`src/rtl/wallace_mul_reducer_pkg.sv`:
```
// Shared types and sizing constants for the M-extension multiplier front end.
package m_ext_pkg;

  // Encoding matches funct3[1:0] of the M-extension multiply ops.
  typedef enum logic [1:0] {
    MUL    = 2'b00,
    MULH   = 2'b01,
    MULHSU = 2'b10,
    MULHU  = 2'b11
  } mul_op_t;

  localparam int unsigned MUL_PP_ROWS = 34;
  localparam int unsigned MUL_S1_ROWS = 8;
  localparam int unsigned MUL_PROD_W  = 64;

endpackage

```
`src/rtl/csa_3_2.sv`:
```
// 3:2 carry-save compressor; the carry row comes out already weighted (<<1)
// and truncated to W bits.
module csa_3_2 #(
  parameter int unsigned W = 64
) (
  input  logic [W-1:0] x,
  input  logic [W-1:0] y,
  input  logic [W-1:0] z,
  output logic [W-1:0] s,
  output logic [W-1:0] c
);

  // Sum is the bitwise parity; carry is the majority moved up one weight.
  always_comb begin
    s = x ^ y ^ z;
    c = {(x[W-2:0] & y[W-2:0]) | (x[W-2:0] & z[W-2:0]) | (y[W-2:0] & z[W-2:0]), 1'b0};
  end

endmodule

```
`src/rtl/wallace_mul_reducer.sv`:
```
// Two-stage pipelined Wallace reduction of signed 33x33 partial products
// into a redundant (sum, carry) pair, with valid/ready flow control and flush.
module wallace_mul_reducer
  import m_ext_pkg::*;
#(
  parameter int unsigned XLEN = 32
) (
  input  logic                clk,
  input  logic                rst,
  input  logic                flush_i,
  input  logic                valid_i,
  output logic                ready_o,
  input  mul_op_t             op_i,
  input  logic [XLEN-1:0]     rs1_i,
  input  logic [XLEN-1:0]     rs2_i,
  output logic                valid_o,
  input  logic                ready_i,
  output mul_op_t             op_o,
  output logic [2*XLEN-1:0]   sum_o,
  output logic [2*XLEN-1:0]   carry_o
);

  localparam int unsigned P = 2 * XLEN;

  logic [XLEN:0] a_ext;
  logic [XLEN:0] b_ext;
  logic [P-1:0]  a_sx;
  logic [P-1:0]  pp [MUL_PP_ROWS];
  logic [P-1:0]  l1 [23];
  logic [P-1:0]  l2 [16];
  logic [P-1:0]  l3 [11];
  logic [P-1:0]  s1_rows_d [MUL_S1_ROWS];
  logic [P-1:0]  s1_rows_q [MUL_S1_ROWS];
  logic [P-1:0]  l5 [6];
  logic [P-1:0]  l6 [4];
  logic [P-1:0]  l7 [3];
  logic [P-1:0]  sum_d, sum_q;
  logic [P-1:0]  carry_d, carry_q;
  mul_op_t       s1_op_d, s1_op_q;
  mul_op_t       op_d, op_q;
  logic          s1_valid_d, s1_valid_q;
  logic          valid_d, valid_q;
  logic          advance_out, advance_s1, load_s1, load_out;

  // Operand extension and partial-product generation (rows 0..33).
  always_comb begin
    a_ext = (op_i == MULH || op_i == MULHSU) ? {rs1_i[XLEN-1], rs1_i} : {1'b0, rs1_i};
    b_ext = (op_i == MULH) ? {rs2_i[XLEN-1], rs2_i} : {1'b0, rs2_i};
    a_sx  = {{(P-XLEN-1){a_ext[XLEN]}}, a_ext};
    for (int unsigned i = 0; i < XLEN; i++) begin
      pp[i] = b_ext[i] ? (a_sx << i) : '0;
    end
    // Negative weight of b[32]: -a<<32 == (~a)<<32 + 1<<32, split over two rows.
    pp[XLEN]         = b_ext[XLEN] ? {~a_ext[XLEN-1:0], {XLEN{1'b0}}} : '0;
    pp[XLEN+1]       = '0;
    pp[XLEN+1][XLEN] = b_ext[XLEN];
  end

  // Stage 1 reduction: 34 -> 23 -> 16 -> 11 -> 8.
  for (genvar g = 0; g < 11; g++) begin : g_l1
    csa_3_2 #(.W(P)) u_csa (.x(pp[3*g]), .y(pp[3*g+1]), .z(pp[3*g+2]), .s(l1[2*g]), .c(l1[2*g+1]));
  end
  assign l1[22] = pp[33];

  for (genvar g = 0; g < 7; g++) begin : g_l2
    csa_3_2 #(.W(P)) u_csa (.x(l1[3*g]), .y(l1[3*g+1]), .z(l1[3*g+2]), .s(l2[2*g]), .c(l2[2*g+1]));
  end
  assign l2[14] = l1[21];
  assign l2[15] = l1[22];

  for (genvar g = 0; g < 5; g++) begin : g_l3
    csa_3_2 #(.W(P)) u_csa (.x(l2[3*g]), .y(l2[3*g+1]), .z(l2[3*g+2]), .s(l3[2*g]), .c(l3[2*g+1]));
  end
  assign l3[10] = l2[15];

  for (genvar g = 0; g < 3; g++) begin : g_l4
    csa_3_2 #(.W(P)) u_csa (.x(l3[3*g]), .y(l3[3*g+1]), .z(l3[3*g+2]), .s(s1_rows_d[2*g]), .c(s1_rows_d[2*g+1]));
  end
  assign s1_rows_d[6] = l3[9];
  assign s1_rows_d[7] = l3[10];

  // Stage 2 reduction: 8 -> 6 -> 4 -> 3 -> 2.
  for (genvar g = 0; g < 2; g++) begin : g_l5
    csa_3_2 #(.W(P)) u_csa (.x(s1_rows_q[3*g]), .y(s1_rows_q[3*g+1]), .z(s1_rows_q[3*g+2]), .s(l5[2*g]), .c(l5[2*g+1]));
  end
  assign l5[4] = s1_rows_q[6];
  assign l5[5] = s1_rows_q[7];

  for (genvar g = 0; g < 2; g++) begin : g_l6
    csa_3_2 #(.W(P)) u_csa (.x(l5[3*g]), .y(l5[3*g+1]), .z(l5[3*g+2]), .s(l6[2*g]), .c(l6[2*g+1]));
  end

  csa_3_2 #(.W(P)) u_csa_l7 (.x(l6[0]), .y(l6[1]), .z(l6[2]), .s(l7[0]), .c(l7[1]));
  assign l7[2] = l6[3];

  csa_3_2 #(.W(P)) u_csa_l8 (.x(l7[0]), .y(l7[1]), .z(l7[2]), .s(sum_d), .c(carry_d));

  // Pipeline control: each stage advances when its successor is empty or draining.
  always_comb begin
    advance_out = !valid_q || ready_i;
    advance_s1  = !s1_valid_q || advance_out;
    load_s1     = valid_i && advance_s1 && !flush_i;
    load_out    = advance_out && s1_valid_q && !flush_i;
    s1_op_d     = op_i;
    op_d        = s1_op_q;
    s1_valid_d  = s1_valid_q;
    valid_d     = valid_q;
    if (advance_s1) s1_valid_d = valid_i;
    if (advance_out) valid_d = s1_valid_q;
    if (flush_i) begin
      s1_valid_d = 1'b0;
      valid_d    = 1'b0;
    end
  end

  // Pipeline registers; data loads only on advance, valids follow the handshake.
  always_ff @(posedge clk) begin
    if (rst) begin
      s1_valid_q <= 1'b0;
      valid_q    <= 1'b0;
      s1_op_q    <= MUL;
      op_q       <= MUL;
      sum_q      <= '0;
      carry_q    <= '0;
      for (int unsigned i = 0; i < MUL_S1_ROWS; i++) s1_rows_q[i] <= '0;
    end else begin
      s1_valid_q <= s1_valid_d;
      valid_q    <= valid_d;
      if (load_s1) begin
        s1_op_q   <= s1_op_d;
        s1_rows_q <= s1_rows_d;
      end
      if (load_out) begin
        op_q    <= op_d;
        sum_q   <= sum_d;
        carry_q <= carry_d;
      end
    end
  end

  assign ready_o = advance_s1;
  assign valid_o = valid_q;
  assign op_o    = op_q;
  assign sum_o   = sum_q;
  assign carry_o = carry_q;

endmodule

```
`config.mk`:
```
export PLATFORM = sky130hd
export DESIGN_NAME = wallace_mul_reducer
export DESIGN_NICKNAME = d
export VERILOG_FILES = /design/src/rtl/wallace_mul_reducer_pkg.sv /design/src/rtl/csa_3_2.sv /design/src/rtl/wallace_mul_reducer.sv
export SDC_FILE = /design/constraint.sdc
export NUM_CORES = 2
export LEC_CHECK = 0
export CAP_MARGIN = 20
export CORE_AREA = 2 2 380 382
export DETAILED_ROUTE_END_ITERATION = 8
export DIE_AREA = 0 0 382 384
export DONT_BUFFER_PORTS = 1
export PLACE_DENSITY = 0.63
export SYNTH_ARGS = -nofsm -noshare
export SYNTH_HDL_FRONTEND = slang
export SYNTH_HIERARCHICAL = 1
export SYNTH_SLANG_ARGS = --single-unit
```
`constraint.sdc`:
```
create_clock -name clk -period 5.5 [get_ports clk]
set_input_delay 0.55 -clock clk [delete_from_list [all_inputs] [get_ports clk]]
set_output_delay 0.55 -clock clk [all_outputs]
set_load 0.03 [all_outputs]
```
==> results_tabular.tex <==
\begin{tabular}{lr}
\hline
Metric & Value \\
\hline
\multicolumn{2}{l}{\textbf{Drt}} \\
Total number of vias & 46,398 \\
Total detailed-routing wirelength & 192,000 um \\
Vias per cell & 5.65 \\
Routed len/inst & 23.3 um \\
Number of detailed-routing iterations run before antenna repair & 5 \\
Final ANT Viol Nets & 0 \\
DRC violations left & 0 \\
Initial detailed-routing violation count & 3,546 \\
\multicolumn{2}{l}{\textbf{STA}} \\
Final setup fails & 0 \\
Period Utilization, post-route & 69.6\% \\
Tightest Pin Transition & 1.07 ns \\
RSZ-0062 raised after global routing & no \\
Hold violation total from the final report & 0 \\
Worst slew slack as a fraction of its limit & 28.3\% \\
Fmax achieved & 261 MHz \\
Maximum clock skew at final layout & 0.0668 ns \\
Slew Viols, Final & 0 \\
Tmin final & 3.83 ns \\
Setup TNS & 0 ns \\
\multicolumn{2}{l}{\textbf{Worst setup path}} \\
Critical path class & input port to flip-flop \\
Setup slack on the worst flop-to-flop path & 1.95 ns \\
Data required time of the critical path & 6.12 ns \\
Arrival time at the worst endpoint & 4.45 ns \\
Capture point of the worst reg-to-reg path & carry\_o[59] \\
Worst reg-to-reg path cell count & 7 \\
Max FO, Critical Path & 32 \\
Endpoint kind of the worst setup timing path & flip-flop \\
Startpoint kind of the worst setup timing path & input port \\
Startpoint of the lowest-slack register-to-register path & s1\_rows\_q[441] \\
\multicolumn{2}{l}{\textbf{Floorplan}} \\
Die area & 147,000 sq um \\
Effective utilization at floorplan & 49.6\% \\
Total core area & 143,000 sq um \\
Standard-cell rows & 139 \\
Number of top-level pins & 203 \\
Die outline width & 382 um \\
DIE HEIGHT & 384 um \\
\multicolumn{2}{l}{\textbf{Cells and area}} \\
Share of post-route cells with drive strength above 1 & 3.17\% \\
Cell area after layout & 76,800 sq um \\
Final Core Density & 53.8\% \\
FILL cells & 12,240 \\
Post-Layout Cell Count & 8,216 \\
\# nets final & 8,336 \\
Growth of design area from synthesis to finish & 8.52\% \\
\multicolumn{2}{l}{\textbf{CTS}} \\
Post-CTS setup repair buffer count & 0 \\
Deepest clock path buffer count & 3 \\
Cell at the root of the clock tree & sky130\_fd\_sc\_hd\_\_clkbuf\_16 \\
Clock tree from TritonCTS & done \\
Reg clk slew, reported paths & 0.06 ns \\
Clock latency at the later pin of the worst-skew pair & 0.74 ns \\
Post-cts resize count & 0 \\
Number of levels the H-tree was split into & 3 \\
Sinks on Clock Net & 583 \\
Number of hold-repair buffers added at the cts stage & 18 \\
Number of buffers added by the clock tree synthesis step & 79 \\
\multicolumn{2}{l}{\textbf{Synthesis}} \\
Ys Warns & 6 \\
Portion of the post-synthesis area used by sequential elements & 16.5\% \\
Synth cell types & 23 \\
Area of the mapped netlist & 70,800 sq um \\
Avg Cell Area, Syn & 11.7 sq um \\
Seq cells post-synth & 583 \\
Number of cells produced by synthesis & 6,062 \\
\multicolumn{2}{l}{\textbf{GRT}} \\
Overflow after GRT & 0 \\
GRT Overall Usage & 27.5\% \\
Global-route wire length before repair & 308,000 um \\
Number of antenna violations at the first check in global routing & 15 \\
Number of global-route vias before repair & 52,394 \\
Maximum number of pins on one net before global-route repair & 305 \\
\multicolumn{2}{l}{\textbf{Pwr}} \\
Ratio of total power to cell area & 350 nW/um\^{}2 \\
Leakage power figure & 33.5 nW \\
Worst ir drop on vdd & 0.268 mV \\
\multicolumn{2}{l}{\textbf{Hold path}} \\
Hold EP & s1\_rows\_q[475] \\
Type of the worst min-delay path & input port to flip-flop \\
Cells on Worst Hold Path & 1 \\
Worst min-delay path startpoint & rst \\
\multicolumn{2}{l}{\textbf{Placed design}} \\
Half-perimeter wire length of the detailed placement result & 132,000 um \\
Count of input and output buffers & 0 \\
Post-place instance area & 73,700 sq um \\
Weighted congestion at the end of routability-driven global placement & 0.827 \\
\# placed instances & 8,050 \\
\multicolumn{2}{l}{\textbf{Job}} \\
Max-cap check violation count & 0 \\
\multicolumn{2}{l}{\textbf{Status}} \\
Run status & finished clean \\
\hline
\end{tabular}
report_power, final:
group          switching [W]  internal [W]
clock network        0.00230       0.00356
registers           0.000862       0.00502
logic                0.00795       0.00721
how the worst max path moves through the flow:
stage	from	to	slack, ns
after floorplan	op_i[1]	s1_rows_q[481]	0.47
after global placement	op_i[1]	s1_rows_q[491]	0.94
after detailed placement	op_i[1]	s1_rows_q[491]	0.91
after CTS	op_i[1]	s1_rows_q[491]	1.70
after global routing	op_i[1]	s1_rows_q[491]	1.40
final	op_i[1]	s1_rows_q[382]	1.67
logic make-up after synthesis:
family | after synthesis | share of synthesized area (%)
simple gates | 1682 | 13.7
fa+ha+maj | 2017 | 57.0
xor+xnor | 32 | 1.07
flops | 583 | 16.5
compound gates | 1162 | 8.22
other cells | 33 | 0.175
buf+inv | 553 | 3.30
final cells by class:
type	count	area, sq um	share of cell area [%]
multi-input cells	5516	59100	76.9
flip-flops and latches	583	11700	15.2
well taps	1903	2380	3.10
clock buffers	110	2320	3.01
repair buffers	66	791	1.03
clock inverters	33	573	0.746
inverters	2	23.8	0.0309
diodes	3	7.51	0.00977
cells in the final DEF, fill, tap and decap left out, drive strengths merged, types with 5 or more instances in the layout:
cell type	Yosys	final
fa	2016	2016
and2	1056	1056
conb	33	623
dfxtp	583	583
o21ai	581	581
nand3	580	580
a21oi	580	580
clkbuf	420	110
buf	131	50
nor2	34	34
xor3	32	32
dlygate4sd3	0	16
bufinv	0	13
clkinv	0	11
inv	2	6
clkinvlp	0	5
nor2b	5	5
synth_stat cells:
cell type / count / area, sq um
sky130_fd_sc_hd__nand3_1: 580 / 2900
sky130_fd_sc_hd__o41ai_1: 1 / 8.76
sky130_fd_sc_hd__nand2b_1: 3 / 18.8
sky130_fd_sc_hd__inv_4: 1 / 6.26
sky130_fd_sc_hd__conb_1: 33 / 124
sky130_fd_sc_hd__ha_1: 1 / 12.5
sky130_fd_sc_hd__buf_6: 3 / 33.8
sky130_fd_sc_hd__a21oi_1: 580 / 2900
sky130_fd_sc_hd__nor2b_1: 5 / 31.3
sky130_fd_sc_hd__buf_4: 36 / 270
sky130_fd_sc_hd__buf_1: 13 / 48.8
sky130_fd_sc_hd__and2_1: 1056 / 6610
sky130_fd_sc_hd__clkbuf_1: 420 / 1580
sky130_fd_sc_hd__buf_2: 79 / 395
sky130_fd_sc_hd__xor3_1: 32 / 761
sky130_fd_sc_hd__and3b_1: 1 / 8.76
sky130_fd_sc_hd__nor3_1: 2 / 10.0
sky130_fd_sc_hd__inv_1: 1 / 3.75
sky130_fd_sc_hd__nand2_1: 1 / 3.75
sky130_fd_sc_hd__o21ai_0: 581 / 2910
sky130_fd_sc_hd__nor2_1: 34 / 128
sky130_fd_sc_hd__fa_1: 2016 / 40400
sky130_fd_sc_hd__dfxtp_1: 583 / 11700
state kept, by name, summed over array words and instances (netlist names):
name,cells
op_d,2
s1_rows_q,384
op_o,2
s1_valid_q,1
carry_o,64
valid_o,1
sum_o,64
l5,65
through the flow:
step / setup slack, ns / hold WS (ns) / power (W)
2_1_floorplan: 0.465 / 0.440 / 0.0166
3_3_place_gp: 0.936 / 0.450 / 0.0207
3_5_place_dp: 0.911 / 0.456 / 0.0207
4_1_cts: 1.70 / 0.00154 / 0.0270
5_1_grt: 1.40 / 0.0247 / 0.0296
6_report: 1.67 / 0.0518 / 0.0269
worst max-delay path: stages:
cell	delay (ns)
sky130_fd_sc_hd__inv_1	0.02
sky130_fd_sc_hd__ha_1	0.35
sky130_fd_sc_hd__nor2b_1	0.13
sky130_fd_sc_hd__buf_4	0.31
sky130_fd_sc_hd__and2_1	0.71
sky130_fd_sc_hd__fa_1	0.55
sky130_fd_sc_hd__fa_1	0.55
sky130_fd_sc_hd__fa_1	0.46
sky130_fd_sc_hd__fa_1	0.55
sky130_fd_sc_hd__nand3_1	0.07
sky130_fd_sc_hd__a21oi_1	0.16
per-layer routing:
layer | vias to the layer above | routed length (um) | global-route usage, %
li1 | 19289 | - | -
met1 | 25161 | 80500 | 38.5
met2 | 1670 | 89300 | 43.2
met3 | 272 | 17200 | 6.74
met4 | 6 | 4710 | 7.29
met5 | - | 39 | 0
Note: power is estimated with default switching activity, not from simulation.
